[config.mk]
export PLATFORM = sky130hd
export DESIGN_NAME = arbitro_memoria
export DESIGN_NICKNAME = d
export VERILOG_FILES = /design/src/rtl/neander_mem_pkg.sv /design/src/rtl/arbitro_memoria_decod.sv /design/src/rtl/arbitro_memoria.sv
export SDC_FILE = /design/constraint.sdc
export NUM_CORES = 1
export LEC_CHECK = 0
export ABC_CLOCK_PERIOD_IN_PS = 1590
export CAP_MARGIN = 5
export CORE_ASPECT_RATIO = 1.2
export CORE_MARGIN = 5
export CORE_UTILIZATION = 39
export CTS_CLUSTER_DIAMETER = 120
export DETAILED_ROUTE_END_ITERATION = 7
export GPL_TIMING_DRIVEN = 0
export PLACE_DENSITY = 0.76
export REMOVE_ABC_BUFFERS = 1
export SETUP_SLACK_MARGIN = 0.02
export SYNTH_ARGS = -nofsm -noshare
export SYNTH_HDL_FRONTEND = slang
export SYNTH_SLANG_ARGS = --single-unit
export TNS_END_PERCENT = 50
[constraint.sdc]
create_clock -name clk -period 1.59 [get_ports clk]
set_input_delay 0.159 -clock clk [delete_from_list [all_inputs] [get_ports clk]]
set_output_delay 0.159 -clock clk [all_outputs]
set_load 0.02 [all_outputs]
[src/rtl/neander_mem_pkg.sv]
// Shared types and constants for the Neander 256x8 data memory.
// Used by arbitro_memoria and its bank decoder.
package neander_mem_pkg;

   localparam int N_BANCOS       = 16;
   localparam int PALAVRAS_BANCO = 16;

   typedef enum logic [1:0] {
      OCIOSO = 2'd0,
      ACESSO = 2'd1,
      FIM    = 2'd2
   } estado_t;

   typedef enum logic {
      PORTA_CPU = 1'b0,
      PORTA_LDR = 1'b1
   } porta_t;

endpackage

[src/rtl/arbitro_memoria_decod.sv]
// decod4x16: 4-to-16 one-hot bank select decoder.
// Bit i of the output is set when the select equals i.
module decod4x16
   import neander_mem_pkg::*;
(
   input  logic [3:0]          i_sel,
   output logic [N_BANCOS-1:0] o_onehot
);

   // one-hot decode of the bank number
   always_comb begin
      o_onehot        = '0;
      o_onehot[i_sel] = 1'b1;
   end

endmodule

[src/rtl/arbitro_memoria.sv]
// arbitro_memoria: CPU/loader arbiter and 3-cycle access sequencer.
// Define ARBITRO_RR_EN for round-robin; otherwise the CPU has fixed priority.
module arbitro_memoria
   import neander_mem_pkg::*;
#(
   parameter int AW = 8,
   parameter int DW = 8
) (
   input  logic                clk,
   input  logic                rst,
   input  logic                cpu_req,
   input  logic                cpu_we,
   input  logic [AW-1:0]       cpu_addr,
   input  logic [DW-1:0]       cpu_wdata,
   output logic                cpu_ack,
   output logic [DW-1:0]       cpu_rdata,
   input  logic                ldr_req,
   input  logic                ldr_we,
   input  logic [AW-1:0]       ldr_addr,
   input  logic [DW-1:0]       ldr_wdata,
   output logic                ldr_ack,
   output logic [DW-1:0]       ldr_rdata,
   output logic [N_BANCOS-1:0] mem_en,
   output logic [3:0]          mem_addr,
   output logic                mem_we,
   output logic [DW-1:0]       mem_wdata,
   input  logic [DW-1:0]       mem_rdata
);

   estado_t             r_estado;
   estado_t             w_prox;
   porta_t              r_porta;
   logic                r_we;
   logic [AW-1:0]       r_addr;
   logic [DW-1:0]       r_wdata;
   logic [DW-1:0]       r_cpu_rdata;
   logic [DW-1:0]       r_ldr_rdata;
   porta_t              w_venc;
   logic                w_algum;
   logic                w_concede;
   logic                w_acesso;
   logic                w_fim;
   logic [N_BANCOS-1:0] w_dec;

   assign w_algum = cpu_req | ldr_req;

`ifdef ARBITRO_RR_EN
   porta_t r_ultimo;

   // remember which port got the last grant
   always_ff @(posedge clk) begin
      if (rst)
         r_ultimo <= PORTA_LDR;
      else if (w_concede)
         r_ultimo <= w_venc;
   end

   // on contention the port not served last wins
   always_comb begin
      w_venc = PORTA_CPU;
      if (cpu_req && ldr_req)
         w_venc = (r_ultimo == PORTA_CPU) ? PORTA_LDR : PORTA_CPU;
      else if (ldr_req)
         w_venc = PORTA_LDR;
   end
`else
   // CPU always wins; loader only when the CPU is idle
   always_comb begin
      w_venc = PORTA_CPU;
      if (!cpu_req && ldr_req)
         w_venc = PORTA_LDR;
   end
`endif

   // state register
   always_ff @(posedge clk) begin
      if (rst)
         r_estado <= OCIOSO;
      else
         r_estado <= w_prox;
   end

   // next state and phase strobes
   always_comb begin
      w_prox    = r_estado;
      w_concede = 1'b0;
      w_acesso  = 1'b0;
      w_fim     = 1'b0;
      unique case (r_estado)
         OCIOSO: begin
            if (w_algum) begin
               w_concede = 1'b1;
               w_prox    = ACESSO;
            end
         end
         ACESSO: begin
            w_acesso = 1'b1;
            w_prox   = FIM;
         end
         FIM: begin
            w_fim  = 1'b1;
            w_prox = OCIOSO;
         end
         default: w_prox = OCIOSO;
      endcase
   end

   // sample the winner's request fields once, at grant
   always_ff @(posedge clk) begin
      if (rst) begin
         r_porta <= PORTA_CPU;
         r_we    <= 1'b0;
         r_addr  <= '0;
         r_wdata <= '0;
      end else if (w_concede) begin
         r_porta <= w_venc;
         if (w_venc == PORTA_CPU) begin
            r_we    <= cpu_we;
            r_addr  <= cpu_addr;
            r_wdata <= cpu_wdata;
         end else begin
            r_we    <= ldr_we;
            r_addr  <= ldr_addr;
            r_wdata <= ldr_wdata;
         end
      end
   end

   // capture read data into the winner's register at end of FIM
   always_ff @(posedge clk) begin
      if (rst) begin
         r_cpu_rdata <= '0;
         r_ldr_rdata <= '0;
      end else if (w_fim && !r_we) begin
         if (r_porta == PORTA_CPU)
            r_cpu_rdata <= mem_rdata;
         else
            r_ldr_rdata <= mem_rdata;
      end
   end

   decod4x16 u_decod (
      .i_sel    (r_addr[AW-1:AW-4]),
      .o_onehot (w_dec)
   );

   assign mem_en    = w_acesso ? w_dec : '0;
   assign mem_addr  = w_acesso ? r_addr[3:0] : 4'h0;
   assign mem_we    = w_acesso & r_we;
   assign mem_wdata = w_acesso ? r_wdata : '0;

   // a reset during FIM suppresses the acknowledge
   assign cpu_ack   = w_fim & ~rst & (r_porta == PORTA_CPU);
   assign ldr_ack   = w_fim & ~rst & (r_porta == PORTA_LDR);
   assign cpu_rdata = r_cpu_rdata;
   assign ldr_rdata = r_ldr_rdata;

endmodule
=== Word level (Yosys, flattened, before mapping) ===
Index checks and enable logic that the tools add are counted.

* Equal/unequal tests: 3
* Multiplexer cells: 15
* Shifts and indexed selects: 0
* Div/mod/pow operators: 0
* $lt $le $gt $ge: 2
* Multipliers: 0
* Bitwise logic cells: 7
* Reductions and logical operators: 8
* $add $sub $neg: 0

{| class="wikitable"
|+ Operators with widths
! cell !! number
|-
| $mux 8 || 3
|-
| $mux 16 || 1
|-
| $mux 1 || 7
|-
| $lt 4x5->1 const B || 1
|-
| $and 1x1->1 || 4
|-
| $demux 1 s4 || 1
|-
| $ge 4x1->1 const B || 1
|-
| $mux 4 || 1
|-
| $pmux 2 s2 || 1
|-
| $reduce_and 2->1 || 2
|-
| $logic_and 1x1->1 || 3
|-
| $eq 2x1->1 const B || 1
|-
| $eq 2x2->1 const B || 1
|-
| $logic_not 1->1 || 2
|-
| $logic_not 2->1 || 1
|-
| $mux 2 || 1
|-
| $ne 2x2->1 const B || 1
|-
| $not 1->1 || 2
|-
| $or 1x1->1 || 1
|}

* Memories: 0
* Output and inout port bits: 47
* ROM bits: 0
* Word-level logic and storage cells: 42
* Latch bits: 0
* Memory bits (writable): 0
* Bits of input ports: 46
* Bits in registers: 36

=== Logic depth before layout (Yosys ltp) ===
Gate-level depths: netlist (run 1).

* Depth after elaboration: 5
* Depth in mapped cells: 6
* Mapped depth without buffers: 3

=== Modules after synthesis ===
Synthesis (run 1) repeated with hierarchy kept, for this count alone.

* Cells, all modules: 227
* Area, all modules: 1981.9 um2

{| class="wikitable"
|+ Modules (own cells, without submodules)
! module !! cells each !! area each (um2) !! times used !! sequential area each (um2)
|-
| arbitro_memoria || 207 || 1755.4 || 1 || 720.7
|-
| decod4x16 || 20 || 226.5 || 1 || 0.0
|}

=== Worst setup path after synthesis (run 1) ===
OpenSTA, ideal clock, no wires.

* Kind: register to output
* From: register r_estado[0]
* To: output port mem_en[1]
* Data arrival time: 1391 ps
* Cell stages (with the launch flop): 5
* Buffers on the path: 1
* Slack: 40 ps
* Data required time: 1431 ps
* Path through: dfxtp_1 > nor2b_1 > buf_2 > or3b_1 > nor2_1

* Longest elaborated chain between the ends: 3

{| class="wikitable"
|+ Ends and longest elaborated chain
! element !! RTL line !! text
|-
| from (decl) || arbitro_memoria.sv:30 || <nowiki>estado_t r_estado;</nowiki>
|-
| from (signal assigned) || arbitro_memoria.sv:80 || <nowiki>r_estado <= w_prox;</nowiki>
|-
| $eq 2x1->1 || arbitro_memoria.sv:89 || <nowiki>unique case (r_estado)</nowiki>
|-
| $mux 1 || arbitro_memoria.sv:89 ||
|-
| $mux 16 || arbitro_memoria.sv:147 || <nowiki>assign mem_en = w_acesso ? w_dec : '0;</nowiki>
|-
| to (decl) || arbitro_memoria.sv:23 || <nowiki>output logic [N_BANCOS-1:0] mem_en,</nowiki>
|}

Every way passes these cells.

=== Worst setup path in the final report (run 1) ===
* From: register r_estado[0]
* To: output port mem_en[0]

The elaborated chain is that of the path after synthesis.

==> flow_summary.json, run 1 <==
{
  "grt_pass1_vias": 1768,
  "cts_root_buf": "clkbuf_8",
  "leakage_nw": 1.076,
  "violations": "negative setup slack",
  "wl_per_cell_um": 14.99,
  "antennaDiodeCount": 0,
  "fin_cells": 357,
  "path_class": "reg -> out",
  "rr_startpoint": "r_estado[0]$_SDFFE_PP0P_",
  "place.gp.congestion": 0.7571,
  "hold_violations": 0,
  "layout.cells.most_common": "clkdlybuf4s50_1",
  "regToRegEndpoint": "cpu_rdata[0]$_SDFFE_PP0P_",
  "clock-sinks": 36,
  "fin_crit_sh_pct": 104.7,
  "hpwl_mm": 3.561,
  "rows": 26,
  "fmax_mhz": 600.6,
  "avgSynthCellArea_um2": 8.279,
  "place_ws_ns": -1.116,
  "path_clk_slew_ns": 0.08,
  "max-cap-violations": 0,
  "total_power_mw": 2.672,
  "grt-ovfl-total": 0,
  "coreArea_um2": 4327,
  "io_pins": 93,
  "finalCriticalPeriod_ns": 1.665,
  "ir_worst_vdd_uv": 552.2,
  "layout-drive-gt1-share_pct": 22.26,
  "yosysTopAreaCellShare_pct": 40.68,
  "finalSetupViolCount": 5,
  "yosys.area.top_type": "dfxtp_1",
  "yosysUniqueCellTypes": 28,
  "synth_seq_cells": 36,
  "io_buffer_count": 92,
  "grt_pass1_wl_mm": 8.583,
  "fin_skew_ns": 0.007139,
  "grt_antenna_before_repair": 0,
  "synth_area_um2": 1772,
  "dr.pass1.iters": 4,
  "rsz0062_at_grt": "yes",
  "finalWorstSetupSlack_ns": -0.07491,
  "yosysSeqAreaShare_pct": 40.68,
  "syn2layout_area_growth_pct": 62.85,
  "syn_inst": 214,
  "cts_inserted_buffers": 5,
  "r2r_cells": 4,
  "nets": 346,
  "placed_area_um2": 2663,
  "power_density_nw_per_um2": 926.0,
  "final_cell_mix": "clkdlybuf4s50_1, nand2_1, dfxtp_1",
  "ys_warn_count": 0,
  "tightestPinTransition_ns": 0.7832,
  "wirelength_mm": 5.352,
  "clock_path_buffers": 2,
  "placed_cells": 344,
  "dieArea_um2": 5996,
  "grt_max_degree": 39,
  "chipWidth_um": 71.53,
  "start_util_pct": 40.95,
  "start_kind": "flip-flop",
  "synthTopCellsByArea": "dfxtp_1, nand2_1, a311oi_2, a21oi_1, and2_1",
  "arrival_ns": 1.51,
  "post-route-util_pct": 66.69,
  "stdcell_area_um2": 2885,
  "htreeDepth": 2,
  "path_max_fanout": 4,
  "drv_slew": 0,
  "timing.hold.ws_ns": 0.4178,
  "required_ns": 1.43,
  "detail-route-antenna-nets": 0,
  "clk_latency_ns": 0.29,
  "vias_per_cell": 5.132,
  "grt.total_usage_pct": 17.87,
  "slew_headroom_pct": 47.78,
  "hold_end": "ldr_rdata[1]$_SDFFE_PP0P_",
  "via_count": 1832,
  "reg2reg_setup_slack_ns": 0,
  "whs_path_depth": 2,
  "drc": 0,
  "cp-end-kind": "output pin",
  "hp-start": "rst",
  "outcome": "finished, violations left",
  "setup_tns_ns": -0.2704,
  "worst_hold_path_type": "in -> reg",
  "drtIter0Drc": 73,
  "cts_tree": "done",
  "die_h_um": 83.83
}
## synthesized netlist by cell type (all sizes together)
cell	instances
nand3	1
nor2	21
nor2b	4
buf	13
nand2b	2
or2b	1
and2	14
a21oi	26
dfxtp	36
nor3	4
or3b	1
nor4bb	2
a311oi	17
clkbuf	6
or4b	1
or2	1
mux2i	8
nand3b	2
nand2	51
nor4b	2
a211oi	1
## metal layers
metal | global-route usage, % | part of all wire [%]
met2 | 31.77 | 51
met3 | 5.783 | 8.7
met1 | 19.91 | 40
met4 | 5.128 | 0.86
met5 | 0 | 0
## cell families (layout without fill, tap and decap cells)
| family | Yosys count | count (layout) | share of synthesized area [%] |
|---|---|---|---|
| mux | 8 | 8 | 4.520 |
| flops | 36 | 36 | 40.68 |
| buf+inv | 19 | 105 | 6.143 |
| simple gates | 107 | 108 | 29.31 |
| compound gates | 44 | 44 | 19.35 |
## how the worst max path moves through the flow
stage	depth (start not counted)	from	slack [ns]	to
detailed placement	4	r_estado[0]$_SDFFE_PP0P_	-1.12	mem_en[0]
global placement	3	rst	-1.18	cpu_ack
finish	4	r_estado[0]$_SDFFE_PP0P_	-0.07	mem_en[0]
global route	4	r_estado[0]$_SDFFE_PP0P_	-0.13	mem_en[2]
floorplan	3	r_porta$_SDFFE_PP0P_	-0.48	ldr_rdata[0]$_SDFFE_PP0P_
CTS	4	r_estado[0]$_SDFFE_PP0P_	-0.06	mem_en[0]
## state kept, by name, indices dropped and copies added, names as in the netlist
register / cells
r_estado: 2
r_porta: 1
ldr_rdata: 8
r_we: 1
r_addr: 8
r_wdata: 8
cpu_rdata: 8
## final cells by class
cell class,instances,area [µm²]
clock buffer,5,68.82
clock inverter,3,90.09
fill,371,1441
multi-input combinational,160,1017
sequential,36,728.2
tap,56,70.07
timing repair buffer,97,910.9
## worst max-delay path, cell delays in order, from the launching register on
cell	delay, ns
dfxtp_4	0.35
nor2b_4	0.17
or3b_4	0.42
nor3_2	0.11
buf_4	0.16
## report_power, final
part	switching (mW)	internal [mW]
sequential	0.0540	0.965
clock	0.339	0.785
combinational	0.262	0.267
total	0.655	2.02
## what timing repair did
item                       4_1_cts  5_1_grt
pin swaps                       14        4
buffers inserted                 4        0
cloned                           0        1
setup endpoints to repair       57       63
resized for setup              129       12
hold buffers                     0        0
(Power assumes the default switching activity.)
==> run 2, diff against run 1 <==
--- a/config.mk
+++ b/config.mk
@@ -9,13 +9,13 @@
 export CAP_MARGIN = 5
 export CORE_ASPECT_RATIO = 1.2
 export CORE_MARGIN = 5
-export CORE_UTILIZATION = 39
+export CORE_UTILIZATION = 40
 export CTS_CLUSTER_DIAMETER = 120
 export DETAILED_ROUTE_END_ITERATION = 7
+export DONT_BUFFER_PORTS = 1
 export GPL_TIMING_DRIVEN = 0
-export PLACE_DENSITY = 0.76
+export PLACE_DENSITY = 0.5
 export REMOVE_ABC_BUFFERS = 1
-export SETUP_SLACK_MARGIN = 0.02
 export SYNTH_ARGS = -nofsm -noshare
 export SYNTH_HDL_FRONTEND = slang
 export SYNTH_SLANG_ARGS = --single-unit
==> run 2 against run 1 <==
Against the previous run:
- the run still ends with negative setup slack left
- fmax fell by 3.4%
- sequential cell count stayed put
- sequential power is essentially flat
- cell count fell by 23%
- via count decreased by 16%
- design area decreased by 25%
- non-clock buffer count shrank 81
- worst setup slack worse by 0.059 ns
- first-iteration DRC count rose by 4.1%
- clock power shrank 30%
- largest power group is now registers
==> flow_summary.json, run 2 (synthesized netlist as in run 1, its figures left out) <==
{
  "path_clk_slew_ns": 0.07,
  "layout.cells.most_common": "nand2_1",
  "start_kind": "flip-flop",
  "fmax_mhz": 580.1,
  "nets": 264,
  "grt_antenna_before_repair": 0,
  "wirelength_mm": 4.987,
  "drv_slew": 0,
  "final_cell_mix": "nand2_1, dfxtp_1, a21oi_1",
  "hpwl_mm": 3.222,
  "coreArea_um2": 4262,
  "clk_latency_ns": 0.29,
  "antennaDiodeCount": 0,
  "arrival_ns": 1.56,
  "finalCriticalPeriod_ns": 1.724,
  "rsz0062_at_grt": "yes",
  "place.gp.congestion": 0.7090,
  "cts_inserted_buffers": 5,
  "rr_startpoint": "r_estado[0]$_SDFFE_PP0P_",
  "path_class": "reg -> out",
  "met2RoutedLength_mm": 2.585,
  "clock-sinks": 36,
  "regToRegEndpoint": "r_addr[6]$_SDFFE_PP0P_",
  "fin_skew_ns": 0.01168,
  "grt.total_usage_pct": 16.63,
  "chipWidth_um": 70.76,
  "grt_pass1_vias": 1578,
  "via_count": 1539,
  "whs_path_depth": 2,
  "fillCellCount": 421,
  "setup_tns_ns": -0.6390,
  "detail-route-antenna-nets": 0,
  "violations": "negative setup slack",
  "syn2layout_area_growth_pct": 22.67,
  "finalSetupViolCount": 11,
  "path_max_fanout": 5,
  "dieArea_um2": 5866,
  "io_pins": 93,
  "cts_root_buf": "clkbuf_8",
  "post-route-util_pct": 51.00,
  "cts_tree": "done",
  "required_ns": 1.43,
  "power_density_nw_per_um2": 1021,
  "tightestPinTransition_ns": 0.7471,
  "route.met3.wl_um": 421,
  "stdcell_area_um2": 2173,
  "max-cap-violations": 0,
  "outcome": "finished, violations left",
  "cp_slowest_cell": "or3b_4",
  "rows": 26,
  "grt_max_degree": 37,
  "placed_cells": 252,
  "fin_crit_sh_pct": 108.4,
  "ir_worst_vdd_uv": 431.5,
  "fin_cells": 275,
  "grt-ovfl-total": 0,
  "drc": 0,
  "placed_area_um2": 1747,
  "dr.pass1.iters": 4,
  "layout-drive-gt1-share_pct": 31.51,
  "io_buffer_count": 0,
  "r2r_cells": 4,
  "crit_chain": "nor2b_4 > or3b_4 > nor3_4",
  "hp-start": "mem_rdata[7]",
  "slew_headroom_pct": 50.06,
  "worst_hold_path_type": "in -> reg",
  "cp-end-kind": "output pin",
  "clock_path_buffers": 2,
  "top_layer": "met4",
  "htreeDepth": 2,
  "drtIter0Drc": 76,
  "met1_length_mm": 1.846,
  "total_power_mw": 2.219,
  "grt_pass1_wl_mm": 7.935,
  "leakage_nw": 0.7269,
  "vias_per_cell": 5.596,
  "finalWorstSetupSlack_ns": -0.1339,
  "start_util_pct": 41.57,
  "cpPeakStageDelay_ns": 0.47,
  "hold_violations": 0,
  "hold_end": "cpu_rdata[7]$_SDFFE_PP0P_",
  "die_h_um": 82.91,
  "reg2reg_setup_slack_ns": 0.01,
  "wl_per_cell_um": 18.13
}
==> run 2: cell types whose count changed in the layout (fill, tap and decap cells not counted), moves of 8 or more <==
cell and delta:
clkdlybuf4s50_1 -60, and2_1 -13, and2_2 +12, clkdlybuf4s15_2 -12, nor2_1 -12, buf_2 -9, nor2_4 +8
==> run 2: area by class of cell <==
cell class	instances	area, µm²	share of cell area, %
Clock buffer	6	72.57	3.339
Clock inverter	2	35.03	1.612
Multi-Input combinational cell	159	1115	51.30
Sequential cell	36	728.2	33.51
Tap cell	56	70.07	3.224
Timing Repair Buffer	16	152.6	7.024
==> run 2: worst max-delay path: cells and delay by family (launching register included) <==
family | cells | cell delay (ns)
flops | 1 | 0.37
simple gates | 3 | 0.91
==> run 2: power breakdown <==
part	switching [mW]	leakage (nW)	internal (mW)
sequential	0.0784	0.297	0.967
clock	0.320	0.0552	0.465
combinational	0.233	0.375	0.156
total	0.631	0.727	1.59
==> run 2: worst max path at each step <==
stage | cells past startpoint | to | startpoint | slack (ns)
2_1_floorplan | 3 | ldr_rdata[0]$_SDFFE_PP0P_ | r_porta$_SDFFE_PP0P_ | -0.48
3_3_place_gp | 3 | ldr_rdata[5]$_SDFFE_PP0P_ | r_porta$_SDFFE_PP0P_ | -0.96
3_5_place_dp | 3 | mem_en[4] | r_estado[0]$_SDFFE_PP0P_ | -0.80
4_1_cts | 1 | ldr_ack | r_estado[1]$_SDFFE_PP0P_ | -0.19
5_1_grt | 3 | mem_en[0] | r_estado[0]$_SDFFE_PP0P_ | -0.19
6_report | 3 | mem_en[0] | r_estado[0]$_SDFFE_PP0P_ | -0.13
==> run 2: repair_timing <==
| action | 4_1_cts | 5_1_grt |
|---|---|---|
| hold buffers | 6 | 0 |
| gates resized for setup | 45 | 11 |
| pin swaps | 5 | 8 |
| hold endpoints to repair | 36 | 0 |
| setup buffers | 5 | 3 |
| setup endpoints to repair | 57 | 63 |
==> run 2: per-stage QoR <==
step                      worst slack [ns]  hold WS (ns)
after floorplan                    -0.4780        0.2269
after CTS                          -0.1892   0.000002609
after global routing               -0.1852       0.01521
after global placement             -0.9595        0.2324
final                              -0.1339      0.008248
after detailed placement           -0.8002        0.2351
==> run 2: metal layers <==
layer,track usage [%],vias up
met4,7.009,0
met5,0,-
met3,5.918,13
met2,27.59,70
met1,19.07,711
li1,-,745
==> run 3, diff against run 2 <==
--- a/config.mk
+++ b/config.mk
@@ -6,7 +6,7 @@
 export NUM_CORES = 1
 export LEC_CHECK = 0
 export ABC_CLOCK_PERIOD_IN_PS = 1590
-export CAP_MARGIN = 5
+export CAP_MARGIN = 40
 export CORE_ASPECT_RATIO = 1.2
 export CORE_MARGIN = 5
 export CORE_UTILIZATION = 40
==> run 3 against run 2 <==
Against the previous run:
- the flow still finishes with violations (negative setup slack)
- critical path depth is the same
- count of clock-buffer cells in the layout unchanged
- fmax grew 1.5%
- worst setup slack better by 0.026 ns
- sequential cell count stayed put
- power fell by 3.4%
- first-iteration DRC count rose by 14%
- largest cell class unchanged
- largest power group unchanged
- wire length grew 4.2%
==> flow_summary.json, run 3 (synthesized netlist as in run 1, its figures left out) <==
{
  "outcome": "finished, violations left",
  "violations": "negative setup slack",
  "crit_chain": "nor2b_4 > or3b_4 > nor3_4",
  "via_count": 1598,
  "grt_antenna_before_repair": 0,
  "htreeDepth": 2,
  "finalCriticalPeriod_ns": 1.698,
  "required_ns": 1.43,
  "slew_headroom_pct": 49.57,
  "cp-end-kind": "output pin",
  "r2r_cells": 5,
  "finalWorstSetupSlack_ns": -0.1080,
  "tightestPinTransition_ns": 0.7544,
  "antennaDiodeCount": 0,
  "cts_inserted_buffers": 5,
  "finalSetupViolCount": 8,
  "coreArea_um2": 4262,
  "grt.total_usage_pct": 16.73,
  "rr_startpoint": "r_estado[0]$_SDFFE_PP0P_",
  "dr.pass1.iters": 4,
  "cts_tree": "done",
  "worst_hold_path_type": "in -> reg",
  "layout.cells.most_common": "nand2_1",
  "final_cell_mix": "nand2_1, dfxtp_1, a21oi_1",
  "seqCellArea_um2": 728.2,
  "ir_worst_vdd_uv": 451.1,
  "rsz0062_at_grt": "yes",
  "hpwl_mm": 3.337,
  "detail-route-antenna-nets": 0,
  "fmax_mhz": 588.9,
  "fin_skew_ns": 0.002730,
  "wirelength_mm": 5.197,
  "cts_root_buf": "clkbuf_8",
  "grt-ovfl-total": 0,
  "rows": 26,
  "reg2reg_setup_slack_ns": 0,
  "leakage_nw": 0.7564,
  "clock-sinks": 36,
  "layout-drive-gt1-share_pct": 31.56,
  "dieArea_um2": 5866,
  "cpPeakStageDelay_ns": 0.47,
  "clk_latency_ns": 0.28,
  "arrival_ns": 1.54,
  "start_util_pct": 41.57,
  "drc": 0,
  "path_max_fanout": 4,
  "endpoint": "mem_en[0]",
  "grt_pass1_wl_mm": 7.976,
  "fin_crit_sh_pct": 106.8,
  "fillCellCount": 411,
  "fin_cells": 281,
  "vias_per_cell": 5.687,
  "placed_cells": 257,
  "die_h_um": 82.91,
  "cp_slowest_cell": "or3b_4",
  "io_buffer_count": 0,
  "drv_slew": 0,
  "grt_pass1_vias": 1661,
  "clock_path_buffers": 2,
  "place.gp.congestion": 0.7090,
  "grt_max_degree": 37,
  "syn2layout_area_growth_pct": 24.65,
  "io_pins": 93,
  "drtIter0Drc": 87,
  "max-cap-violations": 0,
  "path_class": "reg -> out",
  "power_density_nw_per_um2": 970.5,
  "wl_per_cell_um": 18.49,
  "multi_input_area_um2": 1127,
  "hold_violations": 0,
  "setup_tns_ns": -0.3616,
  "crit_start": "r_estado[0]$_SDFFE_PP0P_",
  "chipWidth_um": 70.76,
  "start_kind": "flip-flop",
  "regToRegEndpoint": "ldr_rdata[7]$_SDFFE_PP0P_",
  "nets": 270,
  "path_clk_slew_ns": 0.07
}
[run 3: changes by cell type in the layout (fill, tap and decap cells not counted), sizes merged]
cell	change
buf	+5
clkinv	+1
and2	+1
bufinv	-1
[run 3: worst min-delay path by stage]
stage | from | endpoint | slack [ns] | depth (start not counted)
after CTS | mem_rdata[2] | cpu_rdata[2]$_SDFFE_PP0P_ | 0.002 | 2
after floorplan | rst | r_addr[0]$_SDFFE_PP0P_ | 0.23 | 1
after global placement | rst | r_wdata[5]$_SDFFE_PP0P_ | 0.23 | 1
after detailed placement | rst | r_wdata[5]$_SDFFE_PP0P_ | 0.23 | 1
final | mem_rdata[2] | cpu_rdata[2]$_SDFFE_PP0P_ | 0.01 | 2
after global routing | mem_rdata[0] | cpu_rdata[0]$_SDFFE_PP0P_ | 0.0008 | 2
[run 3: per-stage QoR]
step	power, mW	setup WS, ns	hold WS [ns]	utilization, %	instance area (µm²)
2_1_floorplan	1.276	-0.4780	0.2269	-	1663
3_3_place_gp	1.326	-0.9595	0.2324	40.66	1733
3_5_place_dp	1.352	-0.3252	0.2331	41.98	1789
4_1_cts	2.123	-0.1620	0.001986	49.56	2112
5_1_grt	2.256	-0.1773	0.0007943	51.82	2208
6_report	2.143	-0.1080	0.009516	51.82	2208
[run 3: area by class of cell]
type | instances | share of cell area (%)
Clock buffer | 6 | 3.739
Clock inverter | 2 | 0.4533
Multi-Input combinational cell | 160 | 51.05
Timing Repair Buffer | 21 | 8.612
Sequential cell | 36 | 32.97
Tap cell | 56 | 3.173
[run 3: report_power, final]
| part | switching [mW] | internal (mW) | total, mW |
|---|---|---|---|
| combinational | 0.248 | 0.180 | 0.428 |
| sequential | 0.0784 | 0.967 | 1.05 |
| clock | 0.324 | 0.346 | 0.670 |
| total | 0.650 | 1.49 | 2.14 |
[run 3: per-layer routing]
metal	up-vias	share of wire (%)	track usage, %
met3	13	9.2	7.126
met5	-	0	0
met2	84	52	28.69
met1	749	36	17.97
li1	752	-	-
met4	0	2.4	6.325
[run 3: what timing repair did]
item | CTS | global route
resized for setup | 46 | 21
endpoints found under the setup margin | 52 | 58
hold buffers | 6 | 0
pin swaps | 5 | 12
gates cloned | 0 | 1
hold endpoints to repair | 36 | 0
buffers inserted | 5 | 4
[run 3: critical path: cells and delay by family, from the launching register on]
kind	cells	cell delay, ns
simple gates	3	0.89
flops	1	0.36
